===== src/rtl/serial_add_ctrl_pkg.sv =====
// Shared types for the bit-serial adder controller: FSM state encodings.
package serial_add_ctrl_pkg;

  // ST_RECOVER is an unused encoding; the FSM steers it straight back to IDLE.
  typedef enum logic [1:0] {
    ST_IDLE    = 2'd0,
    ST_RUN     = 2'd1,
    ST_DONE    = 2'd2,
    ST_RECOVER = 2'd3
  } state_t;

endpackage


===== src/rtl/serial_add_ctrl_fulladd.sv =====
// One-bit full adder cell, purely combinational; the serial controller
// feeds it one operand bit pair per cycle.
module fulladd (
  input  logic a,
  input  logic b,
  input  logic cin,
  output logic sum,
  output logic cout
);

  assign sum  = a ^ b ^ cin;
  assign cout = (a & b) | (cin & (a ^ b));

endmodule


===== src/rtl/serial_add_ctrl.sv =====
// Bit-serial adder controller: sequences one fulladd cell over WIDTH cycles,
// LSB first, behind a start/busy/done handshake with a held registered result.
module serial_add_ctrl
  import serial_add_ctrl_pkg::*;
#(
  parameter int WIDTH = 8
) (
  input  logic             clk,
  input  logic             rst,
  input  logic             start,
  input  logic [WIDTH-1:0] a_in,
  input  logic [WIDTH-1:0] b_in,
  input  logic             cin,
  output logic             busy,
  output logic             done,
  output logic [WIDTH-1:0] sum,
  output logic             cout
);

  localparam int CNT_W = $clog2(WIDTH);
  localparam logic [CNT_W-1:0] LAST_CNT = CNT_W'(WIDTH - 1);

  state_t state;
  state_t state_next;

  logic [WIDTH-1:0] a_sh;
  logic [WIDTH-1:0] b_sh;
  // Only the upper WIDTH-1 bits of the partial sum are ever read back,
  // so the bit that would fall off the bottom is not stored.
  logic [WIDTH-2:0] s_sh;
  logic             carry;
  logic [CNT_W-1:0] cnt;

  logic             fa_sum;
  logic             fa_cout;
  logic [WIDTH-1:0] s_next;
  logic             last_bit;

  fulladd u_fulladd (
    .a    (a_sh[0]),
    .b    (b_sh[0]),
    .cin  (carry),
    .sum  (fa_sum),
    .cout (fa_cout)
  );

  assign s_next   = {fa_sum, s_sh};
  assign last_bit = (cnt == LAST_CNT);

  // Handshake outputs decode straight from the state register.
  assign busy = (state == ST_RUN);
  assign done = (state == ST_DONE);

  // State register.
  always_ff @(posedge clk or posedge rst) begin
    if (rst) begin
      state <= ST_IDLE;
    end else begin
      state <= state_next;
    end
  end

  // Next-state logic: accept in IDLE, run WIDTH bits, pulse DONE once.
  always_comb begin
    state_next = ST_IDLE;
    case (state)
      ST_IDLE:    state_next = start ? ST_RUN : ST_IDLE;
      ST_RUN:     state_next = last_bit ? ST_DONE : ST_RUN;
      ST_DONE:    state_next = ST_IDLE;
      ST_RECOVER: state_next = ST_IDLE;
      default:    state_next = ST_IDLE;
    endcase
  end

  // Datapath: capture operands, shift one bit per RUN cycle, publish result on the last bit.
  always_ff @(posedge clk or posedge rst) begin
    if (rst) begin
      a_sh  <= '0;
      b_sh  <= '0;
      s_sh  <= '0;
      carry <= 1'b0;
      cnt   <= '0;
      sum   <= '0;
      cout  <= 1'b0;
    end else begin
      case (state)
        ST_IDLE: begin
          if (start) begin
            a_sh  <= a_in;
            b_sh  <= b_in;
            carry <= cin;
            cnt   <= '0;
          end
        end
        ST_RUN: begin
          a_sh  <= a_sh >> 1;
          b_sh  <= b_sh >> 1;
          s_sh  <= s_next[WIDTH-1:1];
          carry <= fa_cout;
          cnt   <= cnt + 1'b1;
          if (last_bit) begin
            sum  <= s_next;
            cout <= fa_cout;
          end
        end
        default: begin
        end
      endcase
    end
  end

endmodule


===== config.mk =====
export PLATFORM = sky130hd
export DESIGN_NAME = serial_add_ctrl
export DESIGN_NICKNAME = d
export VERILOG_FILES = /design/src/rtl/serial_add_ctrl_pkg.sv /design/src/rtl/serial_add_ctrl_fulladd.sv /design/src/rtl/serial_add_ctrl.sv
export SDC_FILE = /design/constraint.sdc
export NUM_CORES = 1
export LEC_CHECK = 0
export CAP_MARGIN = 0
export CORE_MARGIN = 1
export CORE_UTILIZATION = 45
export CTS_CLUSTER_SIZE = 14
export DETAILED_ROUTE_END_ITERATION = 16
export PLACE_DENSITY = 0.66
export SYNTH_ARGS = -nofsm -noshare
export SYNTH_HDL_FRONTEND = slang
export SYNTH_SLANG_ARGS = --single-unit
export TNS_END_PERCENT = 20

===== constraint.sdc =====
create_clock -name clk -period 2.25 [get_ports clk]
set_clock_uncertainty 0.05 [all_clocks]
set_input_delay 0.225 -clock clk [delete_from_list [all_inputs] [get_ports clk]]
set_output_delay 0.225 -clock clk [all_outputs]
set_load 0.02 [all_outputs]

==> load_flow_metrics.sql <==
INSERT INTO impl_metrics (metric_group, metric, value, unit) VALUES
('setup_path', 'number_of_buffer_and_inverter_stages_on_the_critical_path', '3', ''),
('floorplanning', 'start_util', '47.3', '%'),
('pwr', 'vdd_ir_drop_max', '0.000693', 'V'),
('setup_path', 'reg2reg_setup_slack', '0.48', 'ns'),
('clock_tree', 'clock_latency', '0.28', 'ns'),
('floorplanning', 'coreArea', '4060', 'um2'),
('yosys', 'synth.top_cell.area_share', '49.6', '%'),
('floorplanning', 'fp_rows', '23', ''),
('placed_design', 'place.gp.congestion', '0.752', ''),
('sta', 'slew_violations', '0', ''),
('clock_tree', 'clock_path_buffers', '2', ''),
('clock_tree', 'cts.sinks', '38', ''),
('detailed_routing', 'route.detailed.vias_per_inst', '5.44', ''),
('yosys', 'synth.yosys.warnings', '0', ''),
('flow_run', 'max_cap_viol_count', '0', ''),
('outcome', 'status', 'completed', ''),
('setup_path', 'crit_family', 'buffers and inverters', ''),
('pwr', 'total_leakage_power', '0.994', 'nW'),
('sta', 'final_period_minus_worst_setup_slack', '2.02', 'ns'),
('setup_path', 'timing.critical_path.from_type', 'register', ''),
('setup_path', 'worst_r2r_endpoint', 'sum[0]', ''),
('setup_path', 'crit_slowest_cell', 'clkdlybuf4s50_1', ''),
('cells_and_area', 'drive_gt1_share', '30.0', '%'),
('cells_and_area', 'area_growth', '19.6', '%'),
('sta', 'worst_pin_slew', '0.658', 'ns'),
('grt', 'grt_util_all_layers', '17.0', '%'),
('sta', 'report.final.hold_viol_count', '0', ''),
('clock_tree', 'clk_pin_slew', '0.07', 'ns'),
('yosys', 'netlist.top_cell.by_area', 'dfrtp_1', ''),
('yosys', 'netlist_instances', '138', ''),
('sta', 'timing.slew.headroom', '56.0', '%'),
('sta', 'grt_setup_unrepaired', 'no', ''),
('detailed_routing', 'detail_route.first_pass.iterations', '4', ''),
('yosys', 'postSynthRegisterBits', '38', ''),
('detailed_routing', 'detail_route.iter0.violations', '78', ''),
('detailed_routing', 'antenna_violating_nets_post_route', '0', ''),
('yosys', 'post_synth_instance_area', '1920', 'um2'),
('grt', 'grt_pass1_wl', '5.60', 'mm'),
('clock_tree', 'clk_root_buffer_cell', 'clkbuf_8', ''),
('clock_tree', 'tritoncts', 'built', ''),
('pwr', 'ratio_of_total_power_to_cell_area', '1340', 'nW/um2'),
('detailed_routing', 'post-route-drc-count', '0', ''),
('worst_hold_path', 'hp-class', 'in2async', ''),
('yosys', 'seq_area_frac_synth', '49.6', '%'),
('floorplanning', 'die_h', '67.3', 'um'),
('sta', 'fmax', '0.495', 'GHz'),
('detailed_routing', 'wire_per_inst', '15.0', 'um'),
('grt', 'globalRoute.totalOverflow', '0', ''),
('setup_path', 'worst-endpoint-arrival', '1.75', 'ns'),
('setup_path', 'crit_chain', 'buf_4 > nand2b_2 > inv_2 > clkdlybuf4s50_1', ''),
('clock_tree', 'h-tree-depth', '2', ''),
('floorplanning', 'floorplan.die_area', '4530', 'um2'),
('cells_and_area', 'fillers', '334', ''),
('cells_and_area', 'layout.cells.most_common', 'dfrtp_1', ''),
('grt', 'antenna_found_initial', '0', ''),
('clock_tree', 'cts_resized', '0', ''),
('clock_tree', 'post_cts_buffers', '0', ''),
('sta', 'final-setup-viol-count', '0', ''),
('cells_and_area', 'layout.cells.most_common_list', 'dfrtp_1, clkdlybuf4s50_1, inv_1, a221oi_2, mux2_4', ''),
('floorplanning', 'die_w', '67.3', 'um'),
('placed_design', 'io_buffers', '30', ''),
('floorplanning', 'top_level_ports', '31', ''),
('grt', 'vias_in_the_first_global_route', '1228', ''),
('cells_and_area', 'nNetsFinal', '193', ''),
('clock_tree', 'cts_buf_count', '5', ''),
('setup_path', 'timing.rr.start', 'cnt[0]', ''),
('yosys', 'netlist_top_cells_area', 'dfrtp_1, a221oi_2, mux2_4', ''),
('sta', 'fin_tns_setup', '0', 'ns'),
('setup_path', 'worstSetupPathType', 'reg2out', ''),
('yosys', 'syn_nets', '161', ''),
('pwr', 'power', '3.06', 'mW');
tightest hold or removal path, cell delays in order:
cell,delay (ns)
clkdlybuf4s50_1,0.40
inv_1,0.05
buf_4,0.41
cells by family (layout without fill, tap and decap cells):
family                     after synthesis  in the layout  synth area share (%)
adders and majority gates                3              3                  2.35
DFF                                     38             38                  49.6
buffers and inverters                   29             61                  9.13
AOI/OAI and AO/OA                       21             21                  13.0
muxes                                   17             17                  11.7
and+or+nand+nor                         30             30                  14.2
registers in the layout, indices dropped and copies added, names as in the netlist:
register	count
a_sh	8
b_sh	8
sum	8
s_sh	7
cnt	3
state	2
carry	1
cout	1
power breakdown:
group          switching [mW]  internal (mW)  total [mW]
sequential              0.191           1.02        1.21
combinational           0.659          0.769        1.43
clock                   0.217          0.213       0.431
metrics by stage:
step	utilization, %	hold slack, ns	cells	setup slack (ns)	cell area, um2
CTS	56.6	0.330	220	0.209	2290
global route	56.6	0.350	220	0.154	2290
floorplan	-	0.308	138	0.798	1920
global placement	54.7	0.436	213	0.520	2220
detailed placement	54.7	0.446	213	0.492	2220
finish	56.6	0.314	220	0.228	2290
metal layers:
layer | global-route usage (%) | wire length [um] | part of all wire (%)
met1 | 21.7 | 1550 | 47
met2 | 27.8 | 1550 | 47
met3 | 4.22 | 167 | 5.0
met4 | 6.38 | 35 | 1.1
met5 | 0 | 0 | 0
synth_stat cells (all sizes together):
master,number
nand3b,1
nand2b,3
nor2,8
a221oi,14
a211oi,1
nor3b,2
nor4b,15
fa,1
a21oi,1
buf,10
dfrtp,38
o21bai,1
mux2,17
a22o,4
ha,2
clkbuf,1
inv,18
nor2b,1
worst max-delay path by stage:
stage / from / end / slack (ns) / cells after the start
6_report: state[0] / busy / 0.23 / 4
5_1_grt: state[0] / busy / 0.15 / 4
4_1_cts: state[0] / busy / 0.21 / 4
3_5_place_dp: cnt[0] / sum[1] / 0.49 / 4
3_3_place_gp: cnt[0] / sum[1] / 0.52 / 4
2_1_floorplan: cnt[0] / cout / 0.80 / 5
final cells by class:
| cell class | instances | area share [%] |
|---|---|---|
| tap | 50 | 2.73 |
| inverter | 18 | 2.94 |
| clock buffer | 7 | 3.33 |
| timing repair buffer | 36 | 15.0 |
| sequential | 38 | 41.4 |
| multi-input combinational | 71 | 34.5 |
No activity file was read; power rests on OpenSTA's default activity.
